<file path="config.mk">
export PLATFORM = sky130hd
export DESIGN_NAME = wired_bus_resolver
export DESIGN_NICKNAME = d
export VERILOG_FILES = /design/src/rtl/wired_bus_resolver.sv
export SDC_FILE = /design/constraint.sdc
export NUM_CORES = 1
export LEC_CHECK = 0
export CORE_ASPECT_RATIO = 0.7
export CORE_MARGIN = 2
export CORE_UTILIZATION = 37
export DETAILED_ROUTE_END_ITERATION = 7
export HOLD_SLACK_MARGIN = 0.06
export PLACE_DENSITY = 0.68
export SLEW_MARGIN = 20
export SYNTH_ARGS = -nofsm -noshare
export SYNTH_HDL_FRONTEND = slang
export SYNTH_SLANG_ARGS = --single-unit
</file>
<file path="constraint.sdc">
create_clock -name clk -period 2.8 [get_ports clk]
set_clock_uncertainty 0.1 [all_clocks]
set_input_delay 0.56 -clock clk [delete_from_list [all_inputs] [get_ports clk]]
set_output_delay 0.56 -clock clk [all_outputs]
set_load 0.005 [all_outputs]
</file>
<file path="src/rtl/wired_bus_resolver.sv">
// rtl/wired_bus_resolver.sv - registered multi-driver shared-bus resolver
//
// Purpose:
//   Resolves N_DRV enabled drivers into one registered bus value using a
//   wired-OR (MODE 0), wired-AND (MODE 1) or tri-state (MODE 2) rule.
//   It also flags contention, keeps a saturating count of conflict cycles,
//   and holds the last value while no driver is enabled (keeper). A watchdog
//   FSM declares the bus floating after FLOAT_LIMIT idle cycles.
//
// Optional feature (macro WIRED_BUS_CONFLICT_LOG_EN):
//   Adds conflict_mask / log_valid. They capture drv_en on the first
//   conflict after rst or cnt_clr and stay sticky until rst or cnt_clr.
//
// Ports:
//   clk           in   rising-edge clock
//   rst           in   synchronous active-high reset
//   drv_en        in   [N_DRV]        per-driver enable
//   drv_data      in   [N_DRV*WIDTH]  driver i at [i*WIDTH +: WIDTH]
//   cnt_clr       in   synchronous clear of conflict_cnt (and the log)
//   bus_out       out  [WIDTH]        registered resolved bus
//   bus_valid     out  bus_out came from at least one enabled driver
//   conflict      out  one-cycle registered contention pulse
//   conflict_cnt  out  [CNT_W]        saturating conflict-cycle count
//   float_flag    out  high while the watchdog FSM is in FLOAT
//   conflict_mask out  [N_DRV] (optional) drv_en at the first logged conflict
//   log_valid     out  (optional) conflict_mask holds a capture

module wired_bus_resolver #(
  parameter int N_DRV       = 4,
  parameter int WIDTH       = 8,
  parameter int MODE        = 0,
  parameter int FLOAT_LIMIT = 4,
  parameter int CNT_W       = 8
) (
  input  logic                   clk,
  input  logic                   rst,
  input  logic [N_DRV-1:0]       drv_en,
  input  logic [N_DRV*WIDTH-1:0] drv_data,
  input  logic                   cnt_clr,
  output logic [WIDTH-1:0]       bus_out,
  output logic                   bus_valid,
  output logic                   conflict,
  output logic [CNT_W-1:0]       conflict_cnt,
  output logic                   float_flag
`ifdef WIRED_BUS_CONFLICT_LOG_EN
  ,
  output logic [N_DRV-1:0]       conflict_mask,
  output logic                   log_valid
`endif
);

  // Value the bus takes after reset and when declared floating.
  localparam logic [WIDTH-1:0] IDLE_VAL = (MODE == 1) ? {WIDTH{1'b1}} : {WIDTH{1'b0}};

  // Idle counter only needs to reach FLOAT_LIMIT.
  localparam int                IDLE_W   = (FLOAT_LIMIT < 2) ? 1 : $clog2(FLOAT_LIMIT + 1);
  localparam logic [IDLE_W-1:0] IDLE_MAX = IDLE_W'(FLOAT_LIMIT);
  localparam logic [CNT_W-1:0]  CNT_MAX  = {CNT_W{1'b1}};

  typedef enum logic [1:0] {
    ACTIVE = 2'd0,
    HOLD   = 2'd1,
    FLOAT  = 2'd2
  } state_t;

  state_t            state;
  state_t            state_nxt;
  logic [IDLE_W-1:0] idle_cnt;
  logic [IDLE_W-1:0] idle_nxt;
  logic [IDLE_W-1:0] idle_inc;
  logic [WIDTH-1:0]  bus_nxt;
  logic              valid_nxt;

  logic [WIDTH-1:0]  or_val;
  logic [WIDTH-1:0]  and_val;
  logic [WIDTH-1:0]  resolved;
  logic              any_en;
  logic              multi_en;
  logic              conflict_nxt;

  // Fold only enabled lanes. Gating on the enable (rather than masking the
  // data) keeps unknown data on disabled drivers from reaching the result.
  always_comb begin
    or_val  = '0;
    and_val = '1;
    for (int i = 0; i < N_DRV; i++) begin
      if (drv_en[i]) begin
        or_val  = or_val  | drv_data[i*WIDTH +: WIDTH];
        and_val = and_val & drv_data[i*WIDTH +: WIDTH];
      end
    end
  end

  assign resolved = (MODE == 1) ? and_val : or_val;
  assign any_en   = |drv_en;

  // Clearing the lowest set bit leaves something only when two or more
  // enables are high.
  assign multi_en = |(drv_en & (drv_en - N_DRV'(1)));

  // Enabled drivers disagree on some bit exactly when their OR and AND differ.
  // Tri-state contention is any overlap, regardless of data.
  assign conflict_nxt = multi_en && ((MODE == 2) || (or_val != and_val));

  assign idle_inc = (idle_cnt == IDLE_MAX) ? idle_cnt : idle_cnt + IDLE_W'(1);

  // Watchdog / keeper next-state logic.
  always_comb begin
    state_nxt = state;
    idle_nxt  = idle_cnt;
    bus_nxt   = bus_out;
    valid_nxt = 1'b0;
    if (any_en) begin
      state_nxt = ACTIVE;
      idle_nxt  = '0;
      bus_nxt   = resolved;
      valid_nxt = 1'b1;
    end else begin
      case (state)
        FLOAT: begin
          state_nxt = FLOAT;
        end
        default: begin
          // ACTIVE or HOLD with no driver: keep the bus until the limit.
          idle_nxt = idle_inc;
          if (idle_inc == IDLE_MAX) begin
            state_nxt = FLOAT;
            bus_nxt   = IDLE_VAL;
          end else begin
            state_nxt = HOLD;
          end
        end
      endcase
    end
  end

  always_ff @(posedge clk) begin
    if (rst) begin
      state     <= HOLD;
      idle_cnt  <= '0;
      bus_out   <= IDLE_VAL;
      bus_valid <= 1'b0;
      conflict  <= 1'b0;
    end else begin
      state     <= state_nxt;
      idle_cnt  <= idle_nxt;
      bus_out   <= bus_nxt;
      bus_valid <= valid_nxt;
      conflict  <= conflict_nxt;
    end
  end

  // Clear wins over a same-cycle increment; the pulse itself is unaffected.
  always_ff @(posedge clk) begin
    if (rst || cnt_clr) begin
      conflict_cnt <= '0;
    end else if (conflict_nxt && (conflict_cnt != CNT_MAX)) begin
      conflict_cnt <= conflict_cnt + CNT_W'(1);
    end
  end

  assign float_flag = (state == FLOAT);

`ifdef WIRED_BUS_CONFLICT_LOG_EN
  // First conflict after rst/cnt_clr is captured; later ones are ignored.
  always_ff @(posedge clk) begin
    if (rst || cnt_clr) begin
      conflict_mask <= '0;
      log_valid     <= 1'b0;
    end else if (conflict_nxt && !log_valid) begin
      conflict_mask <= drv_en;
      log_valid     <= 1'b1;
    end
  end
`endif

endmodule

</file>
==> run metrics, run 1 <==
filler cell count approximately 400; final setup violation count 0; Post-synth ARST share 0; Remaining DRCs 0; CP startpoint kind input pin; status finished clean; H-tree lvl count 1; fraction of layout cells with a size suffix above 1 0.120; top-count cell post-synth nand2b_1; vias in the first global route roughly 1600; Seq/Total Area, Yosys 0.285; TritonCTS clock tree done; CP Max Fanout 22; Critical-path top delay cell clkdlybuf4s50_1; CP Class in2reg; antenna diode count 0; Crit Reg-Reg Startpoint conflict_cnt[4]; Overall Power roughly 810 µW; Slew Limit Headroom 0.586; dominant cells by area after synthesis dfxtp_1 (29%), nand2b_1 (12%), a222oi_1 (5.6%); PwrDens about 330 nW/µm²; WP depth 10; Min Hold Slack around 370 ps; final core occ 0.575; placer congestion estimate around 0.82; Hold Fails Final Rpt 0; first-pass GRT wire length between 7000 and 8000 µm; PortBufs 57; final setup TNS 0 ps; Met1 Wirelength 2150 µm; initial core utilization 0.379; final wirelength 4330 µm; Synthesized Nets between 200 and 250; critical path data arrival time 2690 ps; RSZ-0062 raised after global routing false; Die ar. between 4000 and 5000 µm²; DR vias/cell between 5 and 6; met2 WL approximately 1900 µm; max incr delay on CP between 400 and 500 ps; share of the synthesized area in the top cell type 0.285; IO Pins between 50 and 60; worst skew pair latency approximately 260 ps; Multi-input gate area approximately 1100 µm²; Worst Path Required about 2900 ps; core area ~4300 µm²; largest net degree at the start of global routing 23; root buffer cell clkbuf_8; Synth Register Bits 23; top post-synthesis cells by count nand2b_1 (30), dfxtp_1 (23), nand2_1 (19), nand3_1 (11); Die H 59.3 µm; Worst Setup SP drv_en[3]; crit path to conflict_cnt[1]; worst-path cell chain clkdlybuf4s50_1, buf_12, a222oi_1, a31oi_1, nor4_2, nand4_1, o21ai_2, buf_6, mux2i_1, nor2_1; fin crit share 0.941; post-synthesis instance area 1610 µm²; Hold Path Class reg2reg; antenna violations before repair 0; CTS max path bufs 2; Final Max Slew Viols 0; max_cap viols 0; first-pass detailed-route iteration total 4; Buffers & Inverters on Critical Path 3; clock-pin slew on the worst setup and hold paths 80 ps; post-synthesis instance total approximately 200; Warnings, synthesis 0; R2R Setup Slk 890 ps; register area between 400 and 500 µm²; DR vias between 1500 and 2000; post-synth top area cell dfxtp_1; drt wl/cell 13.1 µm; cell family with most CP delay buffers and inverters; Rows 20; Worst R2R End conflict_cnt[4]; highest metal used met4; layout overhead on the synthesized area 51.5%; GR Overflow Total 0; Critical Path End Type flop; DP Wirelength between 3000 and 4000 µm; Netlist cell types 43; met3 WL post-DR roughly 260 µm; Post-Synthesis Mean Instance Area around 8 µm²; Leak slightly below 1 nW; Die Wd roughly 83 µm; Worst VDD drop between 0.15 and 0.2 mV; clock tree sinks 23; Nets 319; cells on worst reg2reg path 7; post-route ant nets 0; prevailing post-synth register cell dfxtp_1; number of hold buffers added after cts 0; All-Layer GR Usage 0.179; DR iter-0 viols approximately 130; Worst-Margin Slew slightly above 600 ps; FMAX between 0.3 and 0.4 GHz; Post-synth EDFFs 0; Tmin final ~2600 ps; CTS buffer count 3
kinds of logic (layout without fill, tap and decap cells):
group,Yosys count,count (layout),share of synthesized area
buffers and inverters,16,90,0.0589
adders and majority gates,4,4,0.0295
xor gates and xnor gates,2,2,0.0109
AOI/OAI and AO/OA,62,62,0.284
and+or+nand+nor,94,94,0.325
DFF,23,23,0.285
muxes,1,1,0.00620
worst min-delay path by stage:
stage             endpoint  cells after the start  slack [ps]   startpoint
5_1_grt        idle_cnt[1]                      2         410  idle_cnt[1]
3_5_place_dp    bus_out[7]                      1         360   bus_out[7]
6_report       idle_cnt[1]                      2         370  idle_cnt[1]
2_1_floorplan  idle_cnt[1]                      2         350  idle_cnt[1]
3_3_place_gp   idle_cnt[1]                      2         360  idle_cnt[1]
4_1_cts        idle_cnt[1]                      2         380  idle_cnt[1]
through the flow:
step,std cells,instance area [µm²],worst slack (ps)
after floorplan,202,1610,482
after global placement,326,2380,-186
after detailed placement,326,2380,-186
after CTS,330,2430,94.5
after global routing,331,2440,5.21
final,331,2440,166
layout make-up:
class / count / area share
clock buffers: 4 / 0.0184
inverters: 6 / 0.00921
multi-input cells: 163 / 0.433
flip-flops and latches: 23 / 0.188
well taps: 55 / 0.0281
repair buffers: 80 / 0.323
metal layers:
metal | vias up | GRT usage
met5 | - | 0
met3 | 2 | 0.0418
li1 | 918 | -
met1 | 849 | 0.256
met2 | 48 | 0.286
met4 | 0 | 0.0211
state kept, by name (all words and copies together) (netlist names):
name          count
bus_out           8
bus_valid         1
conflict          1
conflict_cnt      8
idle_cnt          3
state             2
where the power goes:
group          internal [mW]  leakage (nW)  switching, mW
combinational          0.157         0.768          0.106
sequential             0.342         0.189        0.00972
clock                  0.101        0.0228         0.0983
placed cells by master, fill, tap and decap left out, types with 2 or more instances in the layout:
| cell | synthesis | final |
|---|---|---|
| clkbuf_8 | 0 | 3 |
| a21oi_1 | 9 | 9 |
| and3_1 | 2 | 2 |
| dfxtp_1 | 23 | 23 |
| a41oi_1 | 2 | 2 |
| nor3b_1 | 2 | 2 |
| nand2b_1 | 30 | 30 |
| a22o_1 | 8 | 8 |
| or4_1 | 2 | 2 |
| a22oi_1 | 10 | 10 |
| nor4_2 | 2 | 2 |
| a31oi_1 | 9 | 9 |
| buf_4 | 0 | 19 |
| or2b_1 | 2 | 2 |
| nor2b_1 | 2 | 2 |
| nand2_1 | 19 | 19 |
| or3_1 | 5 | 5 |
| inv_1 | 6 | 6 |
| dlymetal6s2s_1 | 0 | 2 |
| nand4_1 | 2 | 2 |
| ha_1 | 3 | 3 |
| o21ai_0 | 4 | 4 |
| nor2_1 | 10 | 10 |
| o211ai_1 | 2 | 2 |
| a222oi_1 | 9 | 9 |
| buf_12 | 0 | 3 |
| nand3_1 | 11 | 11 |
| o22ai_1 | 2 | 2 |
| clkdlybuf4s50_1 | 0 | 55 |
timing repair:
item / 4_1_cts / 5_1_grt
setup buffers: 0 / 1
setup endpoints to repair: 0 / 8
resized for setup: 0 / 3
worst register-to-register path, delay by kind of cell (launching register included):
family,cells,cell delay [ps]
AO/OA/AOI/OAI,2,320
flip-flops,1,340
AND/OR/NAND/NOR,4,960
buffers and inverters,1,150
Power figures use the tool's default switching activity.
==> run 2, diff against run 1 <==
Settings changed: GPL_TIMING_DRIVEN set to 0.
==> run 2 against run 1 <==
Power increased by 2.9%. Highest routed layer unchanged. Clock-buffer cell count fell by 1. Largest cell class unchanged. Utilization rose by 0.21 points. Non-clock buffer count rose by 5. Routed wire length rose by 12%. Clock power increased by 5%. Die area unchanged.
==> run metrics, run 2 (synthesis gave the netlist of run 1 again) <==
CTS max path bufs 2 (unchanged); Overall Power 838 µW (+2.9%); max_cap viols 0 (unchanged); root buffer cell clkbuf_8; final setup violation count 0 (unchanged); PortBufs 57 (unchanged); fraction of layout cells with a size suffix above 1 0.139 (+0.0192); Multi-input gate area 1070 µm² (+0.71%); register area 460 µm² (unchanged); IO Pins 58 (unchanged); worst-path cell chain clkdlybuf4s50_1, buf_2, a222oi_1, a31oi_1, nor4_2, nand4_1, o21ai_2, buf_6, mux2i_1, nor2_1; CP Max Fanout 10 (-55%); antenna violations before repair 0 (unchanged); Die H 59.3 µm (unchanged); DR vias 1875 (+3.2%); Hold Fails Final Rpt 0 (unchanged); first-pass detailed-route iteration total 5 (+1); Final Max Slew Viols 0 (unchanged); antenna diode count 0 (unchanged); CP Class in2reg; All-Layer GR Usage 0.195 (+0.0165); PwrDens 342 nW/µm² (+2.5%); Hold Path Class reg2reg; drt wl/cell 14.4 µm (+10%); Critical Path End Type flop; Die Wd 82.9 µm (unchanged); DP Wirelength 3610 µm (+2.8%); met3 WL post-DR 354 µm (+37%); Worst VDD drop 0.226 mV (+18%); worst skew pair latency 270 ps (about the same); Critical-path top delay cell clkdlybuf4s50_1; largest registers bus_out (8), conflict_cnt (8), idle_cnt (3); H-tree lvl count 1 (unchanged); DR vias/cell 5.58 (+1.7%); Remaining DRCs 0 (unchanged); Final Instance Count excl. Fillers 336 (+1.5%); DR iter-0 viols 127 (unchanged); critical path data arrival time 2710 ps (+20 ps); layout overhead on the synthesized area 52.0%; core area 4250 µm² (unchanged); Die ar. 4920 µm² (unchanged); Worst Path Required 2860 ps (about the same); RSZ-0062 raised after global routing true; final core occ 0.577 (+0.00206); clock-pin slew on the worst setup and hold paths 90 ps (about the same); CTS buffer count 3 (unchanged); met2 WL 1990 µm (+3.8%); Leak 1.01 nW (+3.4%); fin crit share 0.947 (+0.00601); Worst-Margin Slew 578 ps (-41.1 ps); commonest non-fill, non-tap cell in the layout clkdlybuf4s50_1; FMAX 0.377 GHz (-0.63%); final wirelength 4850 µm (+12%); GR Overflow Total 0 (unchanged); initial core utilization 0.379 (unchanged); Nets 324 (+1.6%); TritonCTS clock tree done; DP Cell Count 314 (-3.7%); CP startpoint kind input pin; post-route ant nets 0 (unchanged); Rows 20 (unchanged); most frequent cells in the layout clkdlybuf4s50_1 (53), nand2b_1 (30), dfxtp_1 (23); placer congestion estimate 0.841 (+2.8%); status finished clean; Tmin final 2650 ps (+16.8 ps); largest net degree at the start of global routing 14 (-39%); clock tree sinks 23 (unchanged); first-pass GRT wire length 7710 µm (+5.8%); highest metal used met4; Met1 Wirelength 2500 µm (+16%); vias in the first global route 1602 (-1.4%); filler cell count 410 (-0.24%); Slew Limit Headroom 0.613 (+0.0275); max incr delay on CP 440 ps (-40 ps)
==> run 2: changes by cell type in the layout (fill, tap and decap cells not counted), sizes merged <==
| cell | delta |
|---|---|
| dlymetal6s2s | +2 |
| clkbuf | +1 |
| buf | +3 |
| clkdlybuf4s50 | -2 |
| clkinv | +1 |
==> run 2: power breakdown <==
part           internal, mW  switching, mW  leakage, nW
clock                0.0995          0.111       0.0255
combinational         0.160          0.117        0.798
sequential            0.342        0.00985        0.189
==> run 2: worst max-delay path, delay by kind of cell <==
kind,cells,cell delay [ps]
buffers and inverters,3,800
AO/OA/AOI/OAI,3,670
AND/OR/NAND/NOR,3,510
multiplexers,1,170
==> run 2: cell type report <==
type / count / share of cell area
multi-input combinational: 163 / 0.434
timing repair buffer: 75 / 0.291
sequential: 23 / 0.188
buffer: 10 / 0.0311
tap: 55 / 0.0280
clock buffer: 3 / 0.0168
inverter: 6 / 0.00918
clock inverter: 1 / 0.00204
==> run 2: per-layer routing <==
metal / GRT usage / up-vias
li1: - / 934
met1: 0.306 / 873
met2: 0.272 / 66
met3: 0.0529 / 2
met4: 0.0187 / 0
met5: 0 / -
==> run 2: worst paths after layout <==
kind | start | endpoint | slack [ps] | cells past startpoint
setup / recovery | drv_en[1] | conflict_cnt[1] | 150 | 10
setup reg to reg | conflict_cnt[2] | conflict_cnt[5] | 920 | 7
hold / removal | idle_cnt[1] | idle_cnt[1] | 370 | 2
hold reg to reg | idle_cnt[1] | idle_cnt[1] | 370 | 2
==> run 2: through the flow <==
| step | setup slack [ps] | TNS [ps] | cell area (µm²) | hold slack (ps) |
|---|---|---|---|---|
| after floorplan | 482 | 0 | 1610 | 349 |
| after CTS | 13.3 | 0 | 2390 | 379 |
| after detailed placement | -374 | -2510 | 2250 | 367 |
| final | 150 | 0 | 2450 | 374 |
| after global placement | -392 | -2680 | 2250 | 362 |
| after global routing | -17.2 | -17.2 | 2450 | 403 |
==> run 2: what timing repair did <==
| item | CTS | global route |
|---|---|---|
| setup buffers | 11 | 6 |
| resized for setup | 2 | 6 |
| setup endpoints to repair | 5 | 9 |
| hold buffers | 0 | 0 |
| gates cloned | 0 | 1 |
| pin swaps | 3 | 8 |
